**config.mk**
```make
export PLATFORM = sky130hd
export DESIGN_NAME = ship_placement_ctrl
export DESIGN_NICKNAME = d
export VERILOG_FILES = /design/src/rtl/ship_placement_ctrl.sv
export SDC_FILE = /design/constraint.sdc
export NUM_CORES = 1
export LEC_CHECK = 0
export BUFFER_PORTS_ARGS = -buffer_cell sky130_fd_sc_hd__buf_4
export CAP_MARGIN = 25
export CELL_PAD_IN_SITES_DETAIL_PLACEMENT = 1
export CELL_PAD_IN_SITES_GLOBAL_PLACEMENT = 1
export CORE_UTILIZATION = 42
export DETAILED_ROUTE_END_ITERATION = 6
export PLACE_DENSITY = 0.79
export SETUP_SLACK_MARGIN = 0.02
export SKIP_LAST_GASP = 1
export SLEW_MARGIN = 20
export SYNTH_ARGS = -nofsm -noshare
export SYNTH_HDL_FRONTEND = slang
export SYNTH_SLANG_ARGS = --single-unit
export TNS_END_PERCENT = 10
```
**constraint.sdc**
```tcl
create_clock -name clk -period 2.8 [get_ports clk]
set_clock_uncertainty 0.1 [all_clocks]
set_input_delay 0.56 -clock clk [delete_from_list [all_inputs] [get_ports clk]]
set_output_delay 0.56 -clock clk [all_outputs]
set_load 0.02 [all_outputs]
```
**src/rtl/ship_placement_ctrl.sv**
```systemverilog
// Ship placement controller: steps a player through direction, orientation and X/Y for each
// vessel, asks an external validator for overlap, and strobes accepted pieces into board memory.
module ship_placement_ctrl #(
  parameter int unsigned          BOARD_N     = 8,
  parameter int unsigned          N_TYPES     = 5,
  parameter logic [3*N_TYPES-1:0] QTY         = {3'd1, 3'd1, 3'd2, 3'd2, 3'd5},
  parameter int unsigned          N_ORIENT    = 5,
  parameter int unsigned          VAL_TIMEOUT = 15
) (
  input  logic                        clk,
  input  logic                        reset,
  input  logic                        enable,
  input  logic                        enter,
  input  logic                        select,
  input  logic                        mode,
  output logic                        val_req,
  input  logic                        val_done,
  input  logic                        val_conflict,
  output logic                        wr_en,
  output logic                        jogador,
  output logic [$clog2(N_TYPES)-1:0]  tipo,
  output logic [$clog2(BOARD_N)-1:0]  x,
  output logic [$clog2(BOARD_N)-1:0]  y,
  output logic                        direcao,
  output logic [$clog2(N_ORIENT)-1:0] orientacao,
  output logic                        ready,
  output logic [3:0]                  state
);

  localparam int unsigned TW = $clog2(N_TYPES);
  localparam int unsigned XW = $clog2(BOARD_N);
  localparam int unsigned OW = $clog2(N_ORIENT);
  localparam int unsigned CW = $clog2(VAL_TIMEOUT + 1);

  localparam logic [XW-1:0] XLast    = XW'(BOARD_N - 1);
  localparam logic [OW-1:0] OLast    = OW'(N_ORIENT - 1);
  localparam logic [TW-1:0] TypeLast = TW'(N_TYPES - 1);
  localparam logic [CW-1:0] TimeLast = CW'(VAL_TIMEOUT - 1);

  typedef enum logic [3:0] {
    StIdle     = 4'd0,
    StDir      = 4'd1,
    StOrient   = 4'd2,
    StDefX     = 4'd3,
    StDefY     = 4'd4,
    StValidate = 4'd5,
    StStore    = 4'd6,
    StNext     = 4'd7,
    StDone     = 4'd8
  } state_e;

  state_e        state_q, state_d;
  logic [TW-1:0] tipo_q, tipo_d;
  logic [2:0]    count_q, count_d;
  logic [XW-1:0] x_q, x_d, y_q, y_d;
  logic          dir_q, dir_d;
  logic [OW-1:0] orient_q, orient_d;
  logic          jog_q, jog_d;
  logic          mode_q, mode_d;
  logic [CW-1:0] timer_q, timer_d;
  logic          enter_prev_q, select_prev_q;

  logic       enter_edge, select_edge;
  logic [2:0] qty_cur;
  logic [3:0] count_inc;

  // Enter wins a tie, so a simultaneous select is dropped.
  assign enter_edge  = enter & ~enter_prev_q;
  assign select_edge = select & ~select_prev_q & ~enter_edge;
  assign count_inc   = {1'b0, count_q} + 4'd1;

  always_comb begin
    qty_cur = '0;
    for (int i = 0; i < int'(N_TYPES); i++) begin
      if (tipo_q == TW'(i)) qty_cur = QTY[3*i +: 3];
    end
  end

  always_ff @(posedge clk or negedge reset) begin
    if (!reset) begin
      state_q       <= StIdle;
      tipo_q        <= '0;
      count_q       <= '0;
      x_q           <= '0;
      y_q           <= '0;
      dir_q         <= 1'b0;
      orient_q      <= '0;
      jog_q         <= 1'b0;
      mode_q        <= 1'b0;
      timer_q       <= '0;
      enter_prev_q  <= 1'b0;
      select_prev_q <= 1'b0;
    end else if (enable) begin
      state_q       <= state_d;
      tipo_q        <= tipo_d;
      count_q       <= count_d;
      x_q           <= x_d;
      y_q           <= y_d;
      dir_q         <= dir_d;
      orient_q      <= orient_d;
      jog_q         <= jog_d;
      mode_q        <= mode_d;
      timer_q       <= timer_d;
      enter_prev_q  <= enter;
      select_prev_q <= select;
    end
  end

  always_comb begin
    state_d  = state_q;
    tipo_d   = tipo_q;
    count_d  = count_q;
    x_d      = x_q;
    y_d      = y_q;
    dir_d    = dir_q;
    orient_d = orient_q;
    jog_d    = jog_q;
    mode_d   = mode_q;
    timer_d  = '0;
    unique case (state_q)
      StIdle: begin
        if (enter_edge) begin
          state_d  = StDir;
          mode_d   = mode;
          tipo_d   = '0;
          count_d  = '0;
          jog_d    = 1'b0;
          x_d      = '0;
          y_d      = '0;
          dir_d    = 1'b0;
          orient_d = '0;
        end
      end
      StDir: begin
        if (enter_edge)       state_d = StOrient;
        else if (select_edge) dir_d   = ~dir_q;
      end
      StOrient: begin
        if (enter_edge)       state_d  = StDefX;
        else if (select_edge) orient_d = (orient_q == OLast) ? '0 : orient_q + OW'(1);
      end
      StDefX: begin
        if (enter_edge)       state_d = StDefY;
        else if (select_edge) x_d     = (x_q == XLast) ? '0 : x_q + XW'(1);
      end
      StDefY: begin
        if (enter_edge)       state_d = StValidate;
        else if (select_edge) y_d     = (y_q == XLast) ? '0 : y_q + XW'(1);
      end
      StValidate: begin
        // A silent validator is treated like a reported conflict.
        if (val_done)                state_d = val_conflict ? StDefX : StStore;
        else if (timer_q == TimeLast) state_d = StDefX;
        else                          timer_d = timer_q + CW'(1);
      end
      StStore: state_d = StNext;
      StNext: begin
        state_d = StDir;
        if (count_inc < {1'b0, qty_cur}) begin
          count_d = count_inc[2:0];
        end else begin
          count_d = '0;
          if (tipo_q != TypeLast) begin
            tipo_d = tipo_q + TW'(1);
          end else if (mode_q && !jog_q) begin
            jog_d  = 1'b1;
            tipo_d = '0;
          end else begin
            state_d = StDone;
          end
        end
        if (state_d == StDir) begin
          x_d      = '0;
          y_d      = '0;
          dir_d    = 1'b0;
          orient_d = '0;
        end
      end
      StDone: ;
      default: state_d = StIdle;
    endcase
  end

  always_comb begin
    val_req = (state_q == StValidate);
    wr_en   = (state_q == StStore);
    ready   = (state_q == StDone);
  end

  assign state      = state_q;
  assign tipo       = tipo_q;
  assign x          = x_q;
  assign y          = y_q;
  assign direcao    = dir_q;
  assign orientacao = orient_q;
  assign jogador    = jog_q;

endmodule
```
# Yosys cells after proc, flatten, opt, wreduce, memory -nomap -nowiden
# Cells that the tools add are included.
word_totals:
  reg_bits: 28
  latch_bits: 0
  ram_bits: 0
  romBits: 0
  input_bits: 8
  output_inout_bits: 21
  word_cells: 132
  mem_count: 0
op_classes:
  add_sub_neg: 6
  mul: 0
  div: 0
  magnitude_cmp: 1
  eq_ne: 37
  n_shift: 0
  mux: 50
  n_bitwise: 8
  reduce_logical: 18
op_table:
  columns: ["cell", "count"]
  rows:
  - ["$mux 3", 21]
  - ["$mux 4", 14]
  - ["$pmux 4 s9", 1]
  - ["$ne 2x2->1 const B", 17]
  - ["$reduce_and 6->1", 5]
  - ["$pmux 3 s3", 3]
  - ["$eq 4x3->1 const B", 4]
  - ["$add 3x1->3 const B", 4]
  - ["$eq 3x3->1 const B", 4]
  - ["$pmux 3 s2", 2]
  - ["$reduce_bool 3->1", 4]
  - ["$eq 4x1->1 const B", 2]
  - ["$eq 4x2->1 const B", 2]
  - ["$eq 4x4->1 const B", 2]
  - ["$reduce_and 8->1", 1]
  - ["$mux 1", 7]
  - ["$eq 3x2->1 const B", 2]
  - ["$ne 3x3->1 const B", 2]
  - ["$reduce_and 3->1", 2]
  - ["$not 1->1", 5]
  - ["$reduce_and 5->1", 1]
  - ["$add 3x1->4 const B", 1]
  - ["$add 4x1->4 const B", 1]
  - ["$logic_not 4->1", 1]
  - ["other kinds (10)", 12]

# Logic depth before layout (Yosys ltp)
depth:
  word_depth: 12
  mapped_depth: 11
  depth_no_buf: 10

# Least setup slack after synthesis
# No wires, ideal clock.
synth_timing:
  path_kind: "flip-flop to flip-flop"
  startpoint: "register tipo_q[0], in the netlist tipo[0]"
  endpoint: "register orient_q[0], in the netlist orientacao[0]"
  setup_ns: 0.140
  t_arrival_ns: 2.253
  required_ns: 2.560
  setup_slack_ns: 0.307
  path_stages_with_launch: 12
  n_path_buf: 1
  period_less_slack_ns: 2.493
  cell_sequence: "dfrtp_1 -> ha_1 -> ha_1 -> nor2_1 -> o21ai_0 -> ha_1 -> o21ai_0 -> a31oi_1 -> a21o_1 -> nand4_1 -> clkbuf_1 -> a31oi_1"
synth_between:
  elab_chain_len: 12
  word_cells_on_any_way: 18
  classes_between: "order compare: 1; eq/ne: 7; mux: 8; reduce/logical: 2"
synth_lines:
  columns: ["item", "line", "text"]
  rows:
  - ["from (decl)", "53", "logic [TW-1:0] tipo_q, tipo_d;"]
  - ["from (signal assigned)", "95", "tipo_q <= tipo_d;"]
  - ["$logic_not 3->1", "75", "if (tipo_q == TW'(i)) qty_cur = QTY[3*i +: 3];"]
  - ["$mux 3 (5 in a row)", "75", null]
  - ["$lt 4x3->1", "159", "if (count_inc < {1'b0, qty_cur}) begin"]
  - ["$mux 4 (*)", "159", null]
  - ["$mux 4 (*)", "120", "unique case (state_q)"]
  - ["$eq 4x1->1 (*)", "172", "if (state_d == StDir) begin"]
  - ["$ne 2x2->1 (no line) (*)", null, null]
  - ["$reduce_and 6->1 (no line) (*)", null, null]
  - ["to (signal assigned)", "100", "orient_q <= orient_d;"]
  - ["to (decl)", "57", "logic [OW-1:0] orient_q, orient_d;"]
# Every way passes the cells marked *; elsewhere a longest branch is shown, timed or not. The select of a mux whose other input is x is not followed.
# A chain may end at the register's enable or synchronous reset.

# Worst setup path in the final report
layout_timing:
  startpoint: "register tipo_q[0], in the netlist tipo[0]"
  endpoint: "register dir_q, in the netlist direcao"
layout_between:
  elab_chain_len: 12
  word_cells_on_any_way: 18
  classes_between: "order compare: 1; eq/ne: 7; mux: 8; reduce/logical: 2"
layout_lines:
  columns: ["item", "line", "text"]
  rows:
  - ["$logic_not 3->1", "75", null]
  - ["$mux 3 (5 in a row)", "75", null]
  - ["$lt 4x3->1", "159", null]
  - ["$mux 4 (*)", "159", null]
  - ["$mux 4 (*)", "120", null]
  - ["$eq 4x1->1 (*)", "172", null]
  - ["$ne 2x2->1 (no line) (*)", null, null]
  - ["$reduce_and 6->1 (no line) (*)", null, null]
  - ["to (signal assigned)", "99", "dir_q <= dir_d;"]
  - ["to (decl)", "56", "logic dir_q, dir_d;"]
# Marks and branches as above.

==> flow_metrics.tcl <==
set metrics [dict create \
    start_util 0.454 \
    leakagePower_nw 1.00 \
    drc 0 \
    ant_nets 0 \
    overflow 0 \
    drt-total-wl_mm 4.71 \
    yosys-top-cells-area "dfrtp_1 (37%), ha_1 (11%), o21ai_0 (4.8%), nor2_1 (4.8%), a31oi_1 (4.7%)" \
    post_cts_buffers 0 \
    timing.hold.ws_ns 0.0856 \
    cts_root_buf "clkbuf_8" \
    cts_tree "built" \
    pre_cts_ws_ns 0.236 \
    gp_congestion 0.797 \
    route.met2.wl_mm 2.19 \
    crit_chain "ha_1 -> ha_1 -> nor2_1 -> o21ai_0 -> ha_1 -> o21ai_0 -> a31oi_1 -> a21o_1 -> nand4_1 -> buf_4 -> a31oi_1" \
    hold_path_class "input port to async pin" \
    cp_max_fo 11 \
    final_layout_size_suffix_gt1_frac 0.182 \
    cp-start-kind "register" \
    grt_first_pass_wirelength_mm 7.64 \
    hold_buffers 0 \
    syn_nets 241 \
    synth_edf_count 0 \
    synth_cell_types 48 \
    diodes 0 \
    p_seq_frac 0.384 \
    worst_path_most_repeated_cell "ha_1" \
    core_um2 4140 \
    rsz0062_at_grt "true" \
    fin_setup_tns_ns 0 \
    synthFlopType "dfrtp_1" \
    vias_per_cell 5.78 \
    max_freq_ghz 0.383 \
    antenna_found_initial 0 \
    met1_length_mm 2.35 \
    synth_common_cells "dfrtp_1 (28), nor2_1 (24), o21ai_0 (18)" \
    grt_max_degree 29 \
    yosysTopAreaCellShare 0.373 \
    fin_crit_ns 2.61 \
    internal-power_uw 929 \
    die_h_um 68.9 \
    clockBufferDepth 2 \
    grt_use_total 0.216 \
    finalHoldViolCount 0 \
    rows 23 \
    n_fill_cell 506 \
    yosysSeqAreaShare 0.373 \
    r2r_cells 11 \
    worstSetupPathType "register to register" \
    syn_area_per_cell_um2 8.67 \
    die-area_um2 4750 \
    synth_area_um2 1880 \
    end_kind "register" \
    slowest_delay_ns 0.45 \
    setup_ws_ns 0.187 \
    design_area_um2 2180 \
    first_global_vias 1611 \
    drt_iter0_drc 80 \
    ys_async_sr_fraction 1.00 \
    ys_ff_latch 28 \
    swShare 0.443 \
    cp_slowest_cell "dfrtp_1" \
    synth_warnings 0 \
    vdd_drop_max_v 0.000350 \
    p_sw_uw 739 \
    cp.required_ns 2.90 \
    first_pass_iters 4 \
    setup_viol 0 \
    p_per_area_nw_per_um2 766 \
    vias 1687 \
    timing.final.max_slew_violations 0 \
    path_depth 11 \
    p_clk_frac 0.156 \
    combPwrFrac 0.460 \
    clk_pin_slew_ns 0.10 \
    dp_hpwl_mm 3.37 \
    relSlewSlack 0.627 \
    htree_levels 1 \
    dpl-instance-area_um2 2120 \
    rrSetupSlack_ns 0.19 \
    fp.dieW_um 68.9 \
    synth_top_cell_by_area "dfrtp_1" \
    wl_per_cell_um 16.1 \
    final_net_count 267 \
    path_delay_family "compound AO/OA/AOI/OAI gates" \
    routed.top_layer "met4" \
    yosysMostFrequentCell "dfrtp_1" \
    cp.arrival_ns 2.72 \
    post-route-period-util 0.933 \
    status "finished clean" \
    area_delta_synth_final_pct 15.8 \
    path_buf_inv 1 \
    numCtsBuffers 3 \
    syn_inst 217 \
    worst_slew_pin_slew_ns 0.559 \
    pin_count 29 \
    portBuffers 28 \
    finalPower_mw 1.67 \
    cts.sinks 28 \
    met3_length_um 137 \
    insertion_delay_ns 0.28 \
    drv_cap 0 \
]
## final timing paths
kind	from	endpoint
min reg2reg	direcao	direcao
max in group asynchronous	reset	y[2]
min	reset	count_q[1]
min in group clk	mode	mode_q
max	tipo[0]	direcao
max reg2reg	tipo[0]	direcao
## flip-flops by register name, indices dropped and copies added, names as in the netlist
register / count
tipo: 3
state: 4
x: 3
direcao: 1
orientacao: 3
select_prev_q: 1
count_q: 3
y: 3
mode_q: 1
enter_prev_q: 1
timer_q: 4
jogador: 1
## stage by stage
step	utilization	std cells
floorplan	-	217
global placement	0.511	288
detailed placement	0.511	288
CTS	0.524	292
global route	0.526	292
finish	0.526	292
## power by group through the flow
| stage | clock (mW) | combinational, mW | sequential (mW) |
|---|---|---|---|
| 6_report | 0.260 | 0.768 | 0.640 |
| 2_1_floorplan | 0 | 0.528 | 0.636 |
| 3_5_place_dp | 0 | 0.754 | 0.646 |
| 4_1_cts | 0.265 | 0.772 | 0.638 |
| 5_1_grt | 0.274 | 0.868 | 0.661 |
| 3_3_place_gp | 0 | 0.742 | 0.643 |
## repair_timing
| item | 4_1_cts | 5_1_grt |
|---|---|---|
| setup endpoints to repair | 0 | 10 |
| gates resized for setup | 0 | 1 |
| endpoints found under the hold margin | 0 | 0 |
## cell type report
cell class                 instances  area [µm²]  area share
inverter                          12        45.0      0.0207
sequential                        28         701       0.322
clock buffer                       4        55.1      0.0253
timing repair buffer              30         225       0.103
multi-input combinational        168        1090       0.500
tap                               50        62.6      0.0287
## cell families (layout without fill, tap and decap cells)
group,count (synthesis),after routing,synth area share
buffers and inverters,21,46,0.0506
adders and majority gates,16,16,0.106
DFF,28,28,0.373
xor gates and xnor gates,1,1,0.00466
and+or+nand+nor,85,85,0.235
AOI/OAI and AO/OA,61,61,0.202
muxes,5,5,0.0293
## placed cells by master, fill, tap and decap left out, drive strengths merged, types with 2 or more instances in the layout
cell	netlist	layout
and3	3	3
nor3	5	5
a21oi	9	9
a31oi	14	14
clkbuf	6	4
nand3	10	10
o21ai	21	21
buf	3	30
nor2b	3	3
and2	2	2
o31ai	3	3
dfrtp	28	28
or3	2	2
nor3b	2	2
nand2	17	17
or4	2	2
ha	16	16
mux2	4	4
nand4	3	3
nor2	25	25
a22o	2	2
nand2b	7	7
inv	12	12
## worst register-to-register path: stages, from the launching register on
cell and delay [ns]:
dfrtp_1 0.45, ha_1 0.22, ha_1 0.19, nor2_1 0.11
o21ai_0 0.10, ha_1 0.27, o21ai_0 0.08, a31oi_1 0.26
a21o_1 0.26, nand4_1 0.12, buf_4 0.20, a31oi_1 0.18
## routing by layer
| layer | up-vias | track usage |
|---|---|---|
| li1 | 843 | - |
| met5 | - | 0 |
| met1 | 810 | 0.304 |
| met3 | 4 | 0.0280 |
| met4 | 0 | 0.0536 |
| met2 | 30 | 0.347 |
Note: power is estimated with default switching activity, not from simulation.
